--- src/rtl/div64_if.sv ---
// Request/response bundle for div64: operands in, quotient/remainder and status out.
// Operands and results are split into 32-bit halves, index 1 = low word, index 2 = high word.
interface div64_if;
  logic        start;
  logic [31:0] N1;
  logic [31:0] N2;
  logic [31:0] D1;
  logic [31:0] D2;
  logic [31:0] Q1;
  logic [31:0] Q2;
  logic [31:0] R1;
  logic [31:0] R2;
  logic        busy;
  logic        done;
  logic        dz;

  modport master (
    output start, N1, N2, D1, D2,
    input  Q1, Q2, R1, R2, busy, done, dz
  );

  modport slave (
    input  start, N1, N2, D1, D2,
    output Q1, Q2, R1, R2, busy, done, dz
  );
endinterface

--- src/rtl/div64.sv ---
// div64: sequential unsigned 64/64 divider resolving one quotient bit per clock
// by restoring shift-subtract; 64 steps from capture to the one-cycle done pulse.
module div64 (
  input  logic   clk,
  input  logic   rst,
  div64_if.slave bus
);
  typedef enum logic {IDLE = 1'b0, RUN = 1'b1} state_t;

  state_t      state_q, state_d;
  logic [63:0] dvd_q, dvd_d;     // dividend bits shift out of the top, quotient bits shift in at the bottom
  logic [63:0] dvs_q, dvs_d;
  logic [63:0] rem_q, rem_d;
  logic [5:0]  cnt_q, cnt_d;
  logic        zpend_q, zpend_d; // zero-divisor result is published one edge after capture
  logic [63:0] quo_q, quo_d;
  logic [63:0] res_q, res_d;
  logic        done_q, done_d;
  logic        dz_q, dz_d;

  logic [63:0] numer;
  logic [63:0] denom;
  logic [64:0] rem_shift;
  logic        q_bit;
  logic [63:0] rem_sub;
  logic [63:0] rem_step;
  logic [63:0] quo_step;

  assign numer = {bus.N2, bus.N1};
  assign denom = {bus.D2, bus.D1};

  assign rem_shift = {rem_q, dvd_q[63]};
  assign q_bit     = (rem_shift >= {1'b0, dvs_q});
  // rem_q < divisor, so rem_shift - divisor always fits in 64 bits when taken.
  assign rem_sub   = rem_shift[63:0] - dvs_q;
  assign rem_step  = q_bit ? rem_sub : rem_shift[63:0];
  assign quo_step  = {dvd_q[62:0], q_bit};

  always_ff @(posedge clk) begin
    if (rst) begin
      state_q <= IDLE;
      dvd_q   <= '0;
      dvs_q   <= '0;
      rem_q   <= '0;
      cnt_q   <= '0;
      zpend_q <= 1'b0;
      quo_q   <= '0;
      res_q   <= '0;
      done_q  <= 1'b0;
      dz_q    <= 1'b0;
    end else begin
      state_q <= state_d;
      dvd_q   <= dvd_d;
      dvs_q   <= dvs_d;
      rem_q   <= rem_d;
      cnt_q   <= cnt_d;
      zpend_q <= zpend_d;
      quo_q   <= quo_d;
      res_q   <= res_d;
      done_q  <= done_d;
      dz_q    <= dz_d;
    end
  end

  always_comb begin
    state_d = state_q;
    dvd_d   = dvd_q;
    dvs_d   = dvs_q;
    rem_d   = rem_q;
    cnt_d   = cnt_q;
    zpend_d = 1'b0;
    quo_d   = quo_q;
    res_d   = res_q;
    done_d  = 1'b0;
    dz_d    = dz_q;

    case (state_q)
      IDLE: begin
        if (zpend_q) begin
          quo_d  = '1;
          res_d  = dvd_q;
          dz_d   = 1'b1;
          done_d = 1'b1;
        end
        if (bus.start) begin
          dvd_d = numer;
          if (denom != 64'd0) begin
            dvs_d   = denom;
            rem_d   = '0;
            cnt_d   = '0;
            state_d = RUN;
          end else begin
            zpend_d = 1'b1;
          end
        end
      end

      RUN: begin
        dvd_d = quo_step;
        rem_d = rem_step;
        cnt_d = cnt_q + 6'd1;
        if (cnt_q == 6'd63) begin
          quo_d   = quo_step;
          res_d   = rem_step;
          dz_d    = 1'b0;
          done_d  = 1'b1;
          state_d = IDLE;
        end
      end

      default: state_d = IDLE;
    endcase
  end

  assign bus.Q1   = quo_q[31:0];
  assign bus.Q2   = quo_q[63:32];
  assign bus.R1   = res_q[31:0];
  assign bus.R2   = res_q[63:32];
  assign bus.busy = (state_q == RUN);
  assign bus.done = done_q;
  assign bus.dz   = dz_q;
endmodule

--- src/flat_wrapper.sv ---
// flat-port wrapper written by rule: the top's interface ports become plain ports
module div64_flat 
  (clk, rst, bus_start, bus_N1, bus_N2, bus_D1, bus_D2, bus_Q1, bus_Q2, bus_R1, bus_R2, bus_busy, bus_done, bus_dz);
  div64_if bus_i ();
  input  logic clk;
  input  logic rst;
  input wire logic [$bits(bus_i.start)-1:0] bus_start;
  input wire logic [$bits(bus_i.N1)-1:0] bus_N1;
  input wire logic [$bits(bus_i.N2)-1:0] bus_N2;
  input wire logic [$bits(bus_i.D1)-1:0] bus_D1;
  input wire logic [$bits(bus_i.D2)-1:0] bus_D2;
  output wire logic [$bits(bus_i.Q1)-1:0] bus_Q1;
  output wire logic [$bits(bus_i.Q2)-1:0] bus_Q2;
  output wire logic [$bits(bus_i.R1)-1:0] bus_R1;
  output wire logic [$bits(bus_i.R2)-1:0] bus_R2;
  output wire logic [$bits(bus_i.busy)-1:0] bus_busy;
  output wire logic [$bits(bus_i.done)-1:0] bus_done;
  output wire logic [$bits(bus_i.dz)-1:0] bus_dz;
  assign bus_i.start = bus_start;
  assign bus_i.N1 = bus_N1;
  assign bus_i.N2 = bus_N2;
  assign bus_i.D1 = bus_D1;
  assign bus_i.D2 = bus_D2;
  assign bus_Q1 = bus_i.Q1;
  assign bus_Q2 = bus_i.Q2;
  assign bus_R1 = bus_i.R1;
  assign bus_R2 = bus_i.R2;
  assign bus_busy = bus_i.busy;
  assign bus_done = bus_i.done;
  assign bus_dz = bus_i.dz;
  div64 u_core (.clk(clk), .rst(rst), .bus(bus_i));
endmodule
--- config.mk ---
export PLATFORM = sky130hd
export DESIGN_NAME = div64_flat
export DESIGN_NICKNAME = d
export VERILOG_FILES = /design/src/rtl/div64_if.sv /design/src/rtl/div64.sv /design/src/flat_wrapper.sv
export SDC_FILE = /design/constraint.sdc
export NUM_CORES = 1
export LEC_CHECK = 0
export ABC_AREA = 1
export CAP_MARGIN = 20
export CORE_MARGIN = 2
export CORE_UTILIZATION = 50
export DETAILED_ROUTE_END_ITERATION = 6
export PLACE_DENSITY = 0.75
export SLEW_MARGIN = 10
export SYNTH_ARGS = -nofsm -noshare
export SYNTH_HDL_FRONTEND = slang
export SYNTH_SLANG_ARGS = --single-unit
--- constraint.sdc ---
create_clock -name clk -period 3.64 [get_ports clk]
set_clock_uncertainty 0.2 [all_clocks]
set_input_delay 0.364 -clock clk [delete_from_list [all_inputs] [get_ports clk]]
set_output_delay 0.364 -clock clk [all_outputs]
set_load 0.05 [all_outputs]
# Word level (Yosys, flattened, before mapping)
# Index checks and enable logic that the tools add are counted.
# W data, S select, Z words.
[totals] reg_bits=330 inputBits=131
[op_classes] n_eq_ne=5 reduce_logical=5 add_sub_neg=2 mux=26 bitwise=2 magnitude_cmp=1
[ops] operator="$mux W64" count=8
[ops] operator="$pmux W64 S2" count=4
[ops] operator="$ge A65 B64 Y1" count=1
[ops] operator="$reduce_bool A64 Y1" count=1
[ops] operator="$sub A64 B64 Y64" count=1
[ops] operator="$mux W6" count=2
[ops] operator="$pmux W6 S2" count=1
[ops] operator="$mux W1" count=8
[ops] operator="$add A6 B1 Y6 const B" count=1
[ops] operator="$eq A6 B6 Y1 const B" count=1
[ops] operator="$pmux W1 S2" count=3
[ops] operator="$ne A2 B1 Y1 const B" count=2
[ops] operator="$ne A2 B2 Y1 const B" count=2
[ops] operator="$reduce_and A2 Y1" count=2
[ops] operator="$reduce_and A3 Y1" count=1
[ops] operator="$reduce_or A3 Y1" count=1
[ops] operator="$not A1 Y1" count=2

# Logic depth before layout (Yosys ltp)
[logic_depth] ltp_word=4 ltp_mapped=20 depth_no_buf=20

# Worst setup path before layout
# Ideal clock, no wire load.
[synth_timing] path_kind="flip-flop to flip-flop" start="reg u_core.state_q, in the netlist u_core.bus.busy" end="reg u_core.res_q[10]" setup_ps=58 t_arrival_ps=2074 n_path_buf=3 setup_slack_ps=1307 t_required_ps=3382 stages_incl_launch_ff=12 period_less_slack_ps=2333 cell_sequence="dfxtp_1 > buf_2 > inv_1 > nand2_1 > inv_1 > a21oi_1 > buf_2 > buf_2 > nand2_1 > o21ai_0 > nand2_1 > nand2_1"
[synth_between] elab_chain_len=3 word_cells_on_any_way=5 cone_classes="eq/ne (2); mux (1); bitwise (1); reduce/logical (1)"
[synth_rtl] item="start, declared" line_no="div64.sv:10" rtl="state_t state_q, state_d;"
[synth_rtl] item="start signal, assigned" line_no="div64.sv:52" rtl="state_q <= state_d;"
[synth_rtl] item="$not A1 Y1 (no source line)"
[synth_rtl] item="$ne A2 B1 Y1 (no source line)"
[synth_rtl] item="$reduce_and A2 Y1 (no source line)"
[synth_rtl] item="end signal, assigned" line_no="div64.sv:59" rtl="res_q <= res_d;"
[synth_rtl] item="end, declared" line_no="div64.sv:17" rtl="logic [63:0] res_q, res_d;"
# Parallel ways exist; a longest one is shown, timed or not.
# A chain may end at the register's enable or synchronous reset.

# Worst setup path in the final report
[layout_timing] start="reg u_core.dvs_q[58]" end="reg u_core.rem_q[6]"
[layout_between] elab_chain_len=3
[layout_rtl] item="start, declared" line_no="div64.sv:12" rtl="logic [63:0] dvs_q, dvs_d;"
[layout_rtl] item="start signal, assigned" line_no="div64.sv:54" rtl="dvs_q <= dvs_d;"
[layout_rtl] item="$ge A65 B64 Y1" line_no="div64.sv:33" rtl="assign q_bit = (rem_shift >= {1'b0, dvs_q});"
[layout_rtl] item="$mux W64" line_no="div64.sv:36" rtl="assign rem_step = q_bit ? rem_sub : rem_shift[63:0];"
[layout_rtl] item="$pmux W64 S2" line_no="div64.sv:77" rtl="case (state_q)"
[layout_rtl] item="end signal, assigned" line_no="div64.sv:55" rtl="rem_q <= rem_d;"
[layout_rtl] item="end, declared" line_no="div64.sv:13" rtl="logic [63:0] rem_q, rem_d;"
# Every way passes these cells.

==> run_results.csv <==
group,metric,value,unit
placement,dp_hpwl,53.0,mm
setup_path,critPathMaxStageDelay,0.39,ns
pwr,swShare,0.377,
pwr,clockPowerShare,0.330,
layout,area_growth,19.8,%
grt,grt_max_degree,137,
hold_path,worstHoldPathType,"input port to flip-flop",
timing,period_share,0.881,
floorplanning,core-area,40800,sq um
timing,finalCriticalPeriod,3.21,ns
setup_path,regToRegEndpoint,"u_core.rem_q[6]$_SDFFE_PP0P_",
pwr,p_int,7.10,mW
logic_synthesis,synth.top_cell.area_share,0.320,
placement,place_congestion,1.02,
floorplanning,die_h,207,microns
setup_path,critPathKind,"flip-flop to flip-flop",
placement,dp.cells,4029,
timing,report.final.slew_viol_count,0,
layout,drive_gt1_frac,0.0486,
route,vias_per_cell,5.18,
status,status,"finished clean",
timing,rsz0062_at_grt,"no",
setup_path,r2r_slack,0.43,ns
logic_synthesis,ys_top_cells_by_area,"dfxtp_1, nand2_1, inv_1",
timing,setup_viol,0,
setup_path,critPathArrivalTime,3.51,ns
layout,antenna_cells,0,
logic_synthesis,synth-async-reset-ratio,0,
pwr,power.density,461,nW/um^2
floorplanning,io_pins,262,
setup_path,cpMaxStageDelayCell,"ha_1",
route,drt_iter0_drc,1718,
timing,max_freq,312,MHz
flow_run,maxCapViolCount,0,
timing,tightestPinTransition,0.738,ns
route,detail-route-antenna-nets,0,
logic_synthesis,ys_types,35,
logic_synthesis,yosysSeqAreaShare,0.320,
setup_path,path_depth,15,
pwr,p_leak,12.9,nW
floorplanning,std_cell_rows,74,
setup_path,cp-startpoint,"u_core.dvs_q[58]$_SDFFE_PP0P_",
logic_synthesis,syn-cell-area,20600,sq um
clocking,cts_tree,"yes",
clocking,cts_htree_levels,2,
setup_path,critical_path.top_delay_family,"simple AND/OR/NAND/NOR gates",
pwr,power.switching,4.29,mW
timing,setup_tns,0,ns
clocking,cts_root_buffer,"clkbuf_16",
setup_path,r2r-start,"u_core.dvs_q[58]$_SDFFE_PP0P_",
route,wl_per_cell,16.6,microns
logic_synthesis,synth.ff_latch_count,330,
clocking,cts-buffers-inserted,37,
setup_path,critical_path.startpoint_type,"flip-flop",
grt,grt-ovfl-total,0,
setup_path,r2r_cells,15,
pwr,p_comb_frac,0.326,
clocking,clock-sinks,330,
clocking,cts-resized-gates,0,
route,firstDrtPassIters,6,
setup_path,critPathCapture,"u_core.rem_q[6]$_SDFFE_PP0P_",
clocking,cts_setup_buffers,0,
timing,hold_viol,0,
setup_path,crit_fanout,26,
logic_synthesis,synth_edf_count,0,
clocking,cts_hold_buf,0,
logic_synthesis,synth_most_common_cell,"nand2_1",
grt,grt_pass1_vias,19800,
logic_synthesis,yosys_warnings,0,
route,drc,0,
grt,antenna_found_initial,0,
setup_path,endpoint_kind,"flip-flop",
logic_synthesis,syn_avg_cell_area,6.16,sq um
hold_path,hp-start,"rst",
setup_path,path_cells,"inv_1, ha_1, nand2_1, nor2_1, nand2_1, nor2_1, nand3_1, nor3b_2, nor2_4, nand2_2, buf_4, nand3_1, nand3_1, nand2_1, inv_1",
setup_path,path_buf_inv,3,
logic_synthesis,syn_nets,3548,
floorplanning,start_util,0.506,
clocking,insertion_delay,0.57,ns
grt,grt_usage,0.312,
logic_synthesis,synth_commonest_cells,"nand2_1, inv_1, dfxtp_1, nor2_1, nand3_1",
layout,final_cells,4089,
logic_synthesis,yosys_most_used_dff,"dfxtp_1",
clocking,path_clk_slew,0.06,ns
layout,num-fill-cells,4030,
pwr,ir_drop,0.335,mV
clocking,clock_path_buffers,3,
route,vias,21200,
layout,fin_util,0.606,
logic_synthesis,postSynthCellCount,3351,
timing,relSlewSlack,0.508,
pwr,pwr-share-seq,0.344,
floorplanning,die-area,42900,sq um
floorplanning,die_w,207,microns
placement,io_buffers,261,
grt,grt_pass1_wl,107,mm
setup_path,worst_ep_required_time,3.94,ns
route,wirelength,68.0,mm
logic_synthesis,synth_area_leader_cell,"dfxtp_1",
layout,nets,3733,
[kinds of logic (layout without fill, tap and decap cells)]
group / Yosys count / in the layout / synth area share
AO/OA/AOI/OAI: 373 / 373 / 0.110
XOR/XNOR: 31 / 31 / 0.0131
adder cells (fa/ha/maj): 66 / 66 / 0.0404
buffers and inverters: 753 / 959 / 0.146
flip-flops: 330 / 330 / 0.320
AND/OR/NAND/NOR: 1798 / 1798 / 0.371
[per-layer routing]
layer	part of all wire	up-vias	track usage
met2	0.44	692	0.496
met1	0.44	9451	0.400
met4	0.060	0	0.175
met3	0.064	160	0.0540
met5	0	-	0
li1	-	10900	-
[metrics by stage]
stage / total power [mW] / instance area (sq um) / worst slack, ns / hold WS, ns
after floorplan: 6.57 / 20600 / 1.31 / 0.233
after global placement: 7.64 / 23500 / 0.522 / 0.246
after detailed placement: 7.65 / 23500 / 0.491 / 0.254
after CTS: 11.4 / 24700 / 0.463 / 0.0761
after global routing: 12.0 / 24700 / 0.283 / 0.124
final: 11.4 / 24700 / 0.434 / 0.120
[worst reg2reg max path: cells and delay by family, from the launching register on]
kind	cells	cell delay, ns
fa+ha+maj	1	0.39
buf+inv	3	0.48
flops	1	0.30
simple gates	11	1.80
[power groups by stage]
stage	Combinational [mW]	Clock, mW	Sequential [mW]
final	3.71	3.76	3.92
after floorplan	2.61	0	3.96
after CTS	3.67	3.83	3.92
after detailed placement	3.65	0	4.00
after global routing	4.13	3.97	3.94
after global placement	3.64	0	4.00
[state kept, by name, summed over array words and instances, names as in the netlist]
| register | flops |
|---|---|
| u_core.bus.busy | 1 |
| u_core.bus.done | 1 |
| u_core.bus.dz | 1 |
| u_core.cnt_q | 6 |
| u_core.dvd_q | 64 |
| u_core.dvs_q | 64 |
| u_core.quo_q | 64 |
| u_core.rem_q | 64 |
| u_core.res_q | 64 |
| u_core.zpend_q | 1 |
[cell usage in the layout (no fill, tap or decap), types with 6 or more instances in the layout]
master / instances
buf_4: 26
o211ai_1: 64
nand3_1: 146
clkbuf_1: 9
nand2_2: 6
nor3_1: 24
a21oi_1: 117
clkbuf_16: 38
nor4_1: 12
nand2_1: 1155
a2111oi_0: 52
inv_1: 597
a22o_1: 11
dfxtp_1: 329
clkdlybuf4s50_1: 260
xor2_1: 30
nor2_2: 13
nor2_1: 271
ha_1: 65
nand4_1: 97
o21ai_0: 124
nand3_2: 51
and2_1: 11
[area by class of cell]
cell class	count	area, sq um	share of cell area
multi-input cells	2268	11100	0.448
inverters	607	2280	0.0924
clock buffers	50	1030	0.0415
well taps	532	666	0.0269
repair buffers	292	2900	0.117
flip-flops and latches	330	6610	0.267
clock inverters	10	158	0.00638
[how the worst min path moves through the flow]
| stage | end | slack (ns) | cells past startpoint |
|---|---|---|---|
| detailed placement | u_core.dvs_q[5]$_SDFFE_PP0P_ | 0.25 | 2 |
| global placement | u_core.dvs_q[5]$_SDFFE_PP0P_ | 0.25 | 2 |
| global route | u_core.dvd_q[24]$_SDFFE_PP0P_ | 0.12 | 2 |
| finish | u_core.dvd_q[22]$_SDFFE_PP0P_ | 0.12 | 2 |
| floorplan | u_core.dvs_q[10]$_SDFFE_PP0P_ | 0.23 | 2 |
| CTS | u_core.dvd_q[16]$_SDFFE_PP0P_ | 0.08 | 2 |
(Power assumes the default switching activity.)
